==> config.mk <==
export PLATFORM = sky130hd
export DESIGN_NAME = uart_sol_rx_flat
export DESIGN_NICKNAME = d
export VERILOG_FILES = /design/src/rtl/uart_pkg.sv /design/src/rtl/uart_sol_rx_if.sv /design/src/rtl/uart_baud_tick.sv /design/src/rtl/uart_sol_rx.sv /design/src/flat_wrapper.sv
export SDC_FILE = /design/constraint.sdc
export NUM_CORES = 1
export LEC_CHECK = 0
export ABC_AREA = 1
export BUFFER_PORTS_ARGS = -buffer_cell sky130_fd_sc_hd__buf_4
export CORE_MARGIN = 2
export CORE_UTILIZATION = 62
export CTS_CLUSTER_DIAMETER = 50
export DETAILED_ROUTE_END_ITERATION = 8
export PLACE_DENSITY_LB_ADDON = 0.05
export SKIP_LAST_GASP = 1
export SLEW_MARGIN = 15
export SYNTH_ARGS = -nofsm -noshare
export SYNTH_HDL_FRONTEND = slang
export SYNTH_SLANG_ARGS = --single-unit
==> constraint.sdc <==
create_clock -name clk -period 2.8 [get_ports clk]
set_input_delay 0 -clock clk [delete_from_list [all_inputs] [get_ports clk]]
set_output_delay 0 -clock clk [all_outputs]
set_load 0.01 [all_outputs]
==> src/rtl/uart_pkg.sv <==
// Shared definitions for the SOL-side UART receiver.
// State encoding and oversampling constants.
package uart_pkg;

    typedef enum logic [2:0] {
        IDLE  = 3'd0,
        START = 3'd1,
        DATA  = 3'd2,
        STOP  = 3'd3,
        BREAK = 3'd4
    } state_t;

    localparam int OVERSAMPLE = 16;
    localparam int MID_SAMPLE = 7;
    localparam int DATA_BITS  = 8;

    localparam logic [3:0] MID_CNT  = 4'(MID_SAMPLE);
    localparam logic [3:0] LAST_CNT = 4'(OVERSAMPLE - 1);
    localparam logic [2:0] LAST_BIT = 3'(DATA_BITS - 1);

endpackage

==> src/rtl/uart_sol_rx_if.sv <==
// Serial input and received-byte outputs of the SOL receiver.
// master drives the line, slave is the receiver.
interface uart_sol_rx_if;
    import uart_pkg::*;

    logic                 rxd;
    logic [DATA_BITS-1:0] rx_data;
    logic                 rx_valid;
    logic                 frame_err;
    logic                 busy;

    modport master (
        output rxd,
        input  rx_data,
        input  rx_valid,
        input  frame_err,
        input  busy
    );

    modport slave (
        input  rxd,
        output rx_data,
        output rx_valid,
        output frame_err,
        output busy
    );

endinterface

==> src/rtl/uart_baud_tick.sv <==
// 16x oversample tick generator.
// restart re-phases the count to the detected start edge.
module uart_baud_tick #(
    parameter int CLK_DIV = 14
) (
    input  logic clk,
    input  logic reset,
    input  logic restart,
    output logic tick
);

    localparam logic [7:0] TOP = 8'(CLK_DIV - 1);

    logic [7:0] cnt_q;

    // Free-running prescaler, wraps at CLK_DIV-1
    always_ff @(posedge clk) begin
        if (!reset || restart) begin
            cnt_q <= '0;
        end else if (cnt_q == TOP) begin
            cnt_q <= '0;
        end else begin
            cnt_q <= cnt_q + 8'd1;
        end
    end

    assign tick = (cnt_q == TOP);

endmodule

==> src/rtl/uart_sol_rx.sv <==
// 8N1 UART receiver on the CPLD side of the SOL path.
// Mid-bit sampling on a 16x tick; BREAK absorbs a held-low line.
module uart_sol_rx
    import uart_pkg::*;
#(
    parameter int CLK_DIV     = 14,
    parameter int SYNC_STAGES = 2
) (
    input  logic          clk,
    input  logic          reset,
    uart_sol_rx_if.slave  rx_if
);

    logic [SYNC_STAGES-1:0] sync_q;
    logic                   rxs;
    logic                   tick;
    logic                   restart;

    state_t                 state_q, state_d;
    logic [3:0]             samp_q, samp_d;
    logic [2:0]             bit_q, bit_d;
    logic [DATA_BITS-1:0]   shift_q, shift_d;
    logic [DATA_BITS-1:0]   data_q, data_d;
    logic                   valid_q, valid_d;
    logic                   ferr_q, ferr_d;

    // Bring the asynchronous line into the clk domain
    always_ff @(posedge clk) begin
        if (!reset) begin
            sync_q <= '1;
        end else begin
            sync_q <= {sync_q[SYNC_STAGES-2:0], rx_if.rxd};
        end
    end

    assign rxs = sync_q[SYNC_STAGES-1];

    uart_baud_tick #(
        .CLK_DIV (CLK_DIV)
    ) u_tick (
        .clk     (clk),
        .reset   (reset),
        .restart (restart),
        .tick    (tick)
    );

    // Receiver state, counters, shifter and output registers
    always_ff @(posedge clk) begin
        if (!reset) begin
            state_q <= IDLE;
            samp_q  <= '0;
            bit_q   <= '0;
            shift_q <= '0;
            data_q  <= '0;
            valid_q <= 1'b0;
            ferr_q  <= 1'b0;
        end else begin
            state_q <= state_d;
            samp_q  <= samp_d;
            bit_q   <= bit_d;
            shift_q <= shift_d;
            data_q  <= data_d;
            valid_q <= valid_d;
            ferr_q  <= ferr_d;
        end
    end

    // Frame sequencing: start check, mid-bit data sampling, stop check
    always_comb begin
        state_d = state_q;
        samp_d  = samp_q;
        bit_d   = bit_q;
        shift_d = shift_q;
        data_d  = data_q;
        valid_d = 1'b0;
        ferr_d  = 1'b0;
        restart = 1'b0;
        unique case (state_q)
            IDLE: begin
                if (!rxs) begin
                    state_d = START;
                    samp_d  = '0;
                    restart = 1'b1;
                end
            end
            START: begin
                if (tick) begin
                    if (samp_q == MID_CNT) begin
                        samp_d = '0;
                        if (!rxs) begin
                            state_d = DATA;
                            bit_d   = '0;
                        end else begin
                            state_d = IDLE;
                        end
                    end else begin
                        samp_d = samp_q + 4'd1;
                    end
                end
            end
            DATA: begin
                if (tick) begin
                    if (samp_q == LAST_CNT) begin
                        samp_d  = '0;
                        shift_d = {rxs, shift_q[DATA_BITS-1:1]};
                        if (bit_q == LAST_BIT) begin
                            state_d = STOP;
                        end else begin
                            bit_d = bit_q + 3'd1;
                        end
                    end else begin
                        samp_d = samp_q + 4'd1;
                    end
                end
            end
            STOP: begin
                if (tick) begin
                    if (samp_q == LAST_CNT) begin
                        samp_d = '0;
                        if (rxs) begin
                            data_d  = shift_q;
                            valid_d = 1'b1;
                            state_d = IDLE;
                        end else begin
                            ferr_d  = 1'b1;
                            state_d = BREAK;
                        end
                    end else begin
                        samp_d = samp_q + 4'd1;
                    end
                end
            end
            BREAK: begin
                if (rxs) begin
                    state_d = IDLE;
                end
            end
            default: begin
                state_d = IDLE;
            end
        endcase
    end

    assign rx_if.rx_data   = data_q;
    assign rx_if.rx_valid  = valid_q;
    assign rx_if.frame_err = ferr_q;
    assign rx_if.busy      = (state_q != IDLE);

endmodule

==> src/flat_wrapper.sv <==
// flat-port wrapper written by rule: the top's interface ports become plain ports
module uart_sol_rx_flat import uart_pkg::*;
#(
    parameter int CLK_DIV     = 14,
    parameter int SYNC_STAGES = 2
)
  (clk, reset, rx_if_rxd, rx_if_rx_data, rx_if_rx_valid, rx_if_frame_err, rx_if_busy);
  uart_sol_rx_if rx_if_i ();
  input  logic clk;
  input  logic reset;
  input wire logic [$bits(rx_if_i.rxd)-1:0] rx_if_rxd;
  output wire logic [$bits(rx_if_i.rx_data)-1:0] rx_if_rx_data;
  output wire logic [$bits(rx_if_i.rx_valid)-1:0] rx_if_rx_valid;
  output wire logic [$bits(rx_if_i.frame_err)-1:0] rx_if_frame_err;
  output wire logic [$bits(rx_if_i.busy)-1:0] rx_if_busy;
  assign rx_if_i.rxd = rx_if_rxd;
  assign rx_if_rx_data = rx_if_i.rx_data;
  assign rx_if_rx_valid = rx_if_i.rx_valid;
  assign rx_if_frame_err = rx_if_i.frame_err;
  assign rx_if_busy = rx_if_i.busy;
  uart_sol_rx #(.CLK_DIV(CLK_DIV), .SYNC_STAGES(SYNC_STAGES)) u_core (.clk(clk), .reset(reset), .rx_if(rx_if_i));
endmodule
-- Word-level counts from Yosys, hierarchy flattened
Index checks and enable logic that the tools add are counted.
Widths: inputs -> output; s select.
- $add $sub $neg: 3
- equal/unequal tests: 20
- muxes and demuxes: 28
- reductions and logical operators: 14
- operator list (operator ; count):
    $mux 3 ; 16
    $mux 4 ; 5
    $ne 2x1->1 const B ; 9
    $pmux 3 s5 ; 1
    $pmux 4 s3 ; 1
    $reduce_and 4->1 ; 3
    $reduce_and 9->1 ; 1
    $add 8x1->8 const B ; 1
    $eq 8x4->1 const B ; 1
    $reduce_and 7->1 ; 1
    $eq 3x2->1 const B ; 2
    $eq 3x3->1 const B ; 2
    $ne 2x2->1 const B ; 3
    $pmux 3 s2 ; 1
    $reduce_bool 3->1 ; 2
    $add 4x1->4 const B ; 1
    $eq 4x3->1 const B ; 1
    $eq 4x4->1 const B ; 1
    $reduce_or 2->1 ; 2
    $add 3x1->3 const B ; 1
    $eq 3x1->1 const B ; 1
    $logic_not 3->1 ; 1
    $mux 1 ; 3
    $reduce_and 3->1 ; 1
    4 further kinds ; 4
- flip-flop bits (word level): 38
- input bits: 3
- output and inout bits: 11
- logic and storage cells: 74

-- Depth between registers and ports, before layout
- depth in word-level cells: 5
- mapped depth: 11
- mapped depth without buffers: 11

-- Cells and area by module
From an unflattened synthesis, not the netlist that was laid out.
- cells, all modules: 246
- area total of the unflattened synthesis: 1804.2 um^2
- modules (own cells, without submodules) (module ; instances ; cells an instance ; area each (um^2) ; sequential area each (um^2)):
    uart_sol_rx ; 1 ; 188 ; 1385.1 ; 600.6
    uart_baud_tick ; 1 ; 58 ; 419.2 ; 160.2

-- Worst setup path after synthesis
Ideal clock, no wire load.
- kind: reg2reg
- start point: reg u_core.samp_q[0]
- end point: reg u_core.shift_q[5]
- library setup time: 0.066 ns
- data arrival time: 1.418 ns
- data required time: 2.734 ns
- setup slack: 1.316 ns
- stages on the path, launching flop included: 9
- path buffers: 1
- period minus slack after synthesis: 1.484 ns
- cell sequence: dfxtp_1 > ha_1 > nand2_2 > nor2_1 > nand3_4 > nor3_4 > buf_6 > o21ai_2 > a21oi_2
- word-level cells in the longest chain between the ends: 2
- ends and longest elaborated chain (what ; line ; RTL):
    start: declaration ; uart_sol_rx.sv:20 ; logic [3:0] samp_q, samp_d;
    start signal: assignment ; uart_sol_rx.sv:59 ; samp_q <= samp_d;
    $eq 4x4->1 ; uart_sol_rx.sv:103 ; if (samp_q == LAST_CNT) begin
    $reduce_and 3->1 (no source line) ; - ;
    end signal: assignment ; uart_sol_rx.sv:61 ; shift_q <= shift_d;
    end: declaration ; uart_sol_rx.sv:22 ; logic [DATA_BITS-1:0] shift_q, shift_d;
Every way passes these cells.
A chain may end at the register's enable or synchronous reset.

-- Final worst setup path
- start point: reg u_core.samp_q[0]
- end point: reg u_core.shift_q[3]
The elaborated chain is that of the path after synthesis.

==> out/qor.yml <==
status: "finished clean"
synthXorXnorAreaFrac: 0.00499
finalSetupViolations: 0
power.density_mw_per_mm2: 812
boundaryPins: 14
synth_fp_nets: 229
cts_setup_buffers: 0
diodes: 0
clk_latency_ns: 0.35
synth_edf_count: 0
startpoint_type: "flip-flop"
start_util: 0.647
design_area_mm2: 0.00198
die_area_mm2: 0.00327
clkPwrFrac: 0.303
tightestPinTransition_ns: 0.602
syn_avg_cell_area_um2: 7.94
grt_pass1_wl_um: 5890
firstDrtPassIters: 4
synthDominantCellAreaShare: 0.434
ir_worst_vdd_uv: 875
finalSetupTns_ns: 0
crit_required_ns: 3.09
synth_seq_cells: 38
cap_viol_max_count: 0
synthTopCellsByArea: "dfxtp_1 (43%), nand2_1 (7.3%), a21oi_1 (6.8%), nor2_1 (5.8%), inv_1 (5.6%)"
grt_setup_unrepaired: "no"
synth_cell_types: 32
synth_top_area_cell: "dfxtp_1"
power_frac_seq: 0.405
ys_seq_area_frac: 0.434
synth_common_cells: "dfxtp_1 (38), nand2_1 (34), nor2_1 (27)"
crit_chain: "ha_1 -> nand2_2 -> nor2_1 -> nand3_4 -> nor3_4 -> o21ai_0 -> a21oi_1"
clock_sinks: 38
cts_buffers: 5
arrival_ns: 2.24
post-dp-hpwl_um: 2440
synth_cells: 221
end_kind: "flip-flop"
period_minus_slack_ns: 1.96
drc_errors: 0
slew_violations: 0
place_congestion: 0.905
io_buffers: 13
synthArstFlopShare: 0
ant_nets: 0
hold_viol_final: 0
max_slew_margin: 0.598
synth_top_family_by_area: "simple AND/OR/NAND/NOR gates"
leakage_uw: 0.000821
finalCritPeriodShare: 0.698
cts_tree: "done"
die_h_um: 57.2
overflow: 0
grt_pass1_vias: 1430
syn-cell-area_mm2: 0.00175
crit_path_max_incr_delay_ns: 0.50
synthToLayoutAreaGrowth_pct: 12.8
synthMuxAreaShare: 0
nets: 246
clock_skew_ns: 0.0122
combPwrFrac: 0.292
grt_max_degree: 27
fp.dieW_um: 57.2
first_iter_violations: 36
wl_um: 3380
synth_fa_ha_area_frac: 0.0357
h-tree-depth: 2
cp_top_family: "simple AND/OR/NAND/NOR gates"
dr_total_vias: 1443
routed_via_density: 5.34
yosysWarningCount: 0
layout-drive-gt1-share: 0.222
p_sw_uw: 554
core-area_mm2: 0.00271
synth_compound_area_frac: 0.153
path_buf_inv: 0
netSwitchingFraction: 0.344
grt_usage: 0.235
rows: 19
critPathKind: "reg -> reg"
root_buffer: "clkbuf_4"
synth_most_common_cell: "dfxtp_1"
place_area_mm2: 0.00185
path_max_fanout: 16
routedWlPerCell_um: 12.5
antenna_found_initial: 0
yosys.area_share.simple: 0.287
postCtsHoldBufs: 2
cts_resized: 0
clkTransAtPathRegs_ns: 0.12
cpMaxStageDelayCell: "nor3_4"
worstHoldPathType: "in -> reg"
clockBufferDepth: 2
yosys_most_used_dff: "dfxtp_1"
fmax_ghz: 0.511
internal_power_uw: 1050
layout by cell type (no fill, tap or decap), types with 2 or more instances in the layout:
cell | netlist | routed
or2_2 | 4 | 4
o21ai_0 | 14 | 14
dfxtp_1 | 38 | 38
clkbuf_4 | 0 | 5
bufinv_16 | 0 | 2
nand2_1 | 34 | 34
buf_4 | 0 | 13
nor3_1 | 4 | 4
nand3_1 | 5 | 5
dlygate4sd3_1 | 0 | 2
inv_1 | 26 | 26
a21oi_2 | 2 | 2
nor2_1 | 27 | 27
inv_2 | 3 | 3
ha_1 | 5 | 5
nor2_2 | 2 | 2
o21ai_2 | 4 | 4
nor2_4 | 3 | 3
nand2_2 | 6 | 6
nor3_4 | 3 | 3
a21oi_1 | 24 | 24
worst paths after layout:
| check | start | endpoint | slack, ns | cells past startpoint |
|---|---|---|---|---|
| setup / recovery | u_core.samp_q[0] | u_core.shift_q[3] | 0.84 | 7 |
| hold / removal | rx_if_rxd | u_core.sync_q[0] | 0.37 | 3 |
| setup reg to reg | u_core.samp_q[0] | u_core.shift_q[3] | 0.84 | 7 |
| hold reg to reg | u_core.sync_q[0] | u_core.sync_q[1] | 0.44 | 1 |
per-stage QoR:
stage | instances | utilization | total power [uW] | hold WS, ns | worst slack (ns)
after floorplan | 221 | - | 1020 | 0.107 | 1.32
after global placement | 260 | 0.682 | 1100 | 0.190 | 1.10
after detailed placement | 260 | 0.682 | 1130 | 0.191 | 0.916
after CTS | 270 | 0.730 | 1620 | 0.365 | 0.895
after global routing | 270 | 0.730 | 1710 | 0.371 | 0.701
final | 270 | 0.730 | 1610 | 0.373 | 0.845
cells by family (layout without fill, tap and decap cells):
family                   Yosys count  after routing
AO/OA/AOI/OAI                     48             48
adder cells (fa/ha/maj)            5              5
XOR/XNOR                           1              1
buffers and inverters             34             52
AND/OR/NAND/NOR                   95             95
flip-flops                        38             38
layout make-up:
cell class                 count  area, um^2
inverter                      29         109
timing repair buffer          15         118
fill                         212         731
clock buffer                   6        51.3
clock inverter                 2        60.1
sequential                    38         761
tap                           31        38.8
multi-input combinational    149         842
metal layers:
metal	wire, um	part of all wire	vias to the layer above	track usage
li1	-	-	738	-
met1	1420	0.42	668	0.251
met2	1750	0.52	28	0.420
met3	120	0.036	9	0.0612
met4	84	0.025	0	0.130
met5	0	0	-	0
power groups by stage:
stage	combinational [uW]	sequential, uW	clock, uW
finish	469	652	487
global route	534	657	521
CTS	469	651	500
detailed placement	464	664	0
global placement	438	661	0
floorplan	369	651	0
state kept, by name, indices dropped and copies added, names as in the netlist:
name / cells
u_core.u_tick.cnt_q: 8
u_core.state_q: 3
u_core.rx_if.rx_data: 8
u_core.rx_if.frame_err: 1
u_core.bit_q: 3
u_core.shift_q: 8
u_core.samp_q: 4
u_core.rx_if.rx_valid: 1
u_core.sync_q: 2
worst reg2reg max path: stages, from the launching register on:
cell and delay, ns:
dfxtp_1 0.40, ha_1 0.21, nand2_2 0.08, nor2_1 0.22, nand3_4 0.16, nor3_4 0.50, o21ai_0 0.18, a21oi_1 0.15
Note: power is estimated with default switching activity, not from simulation.
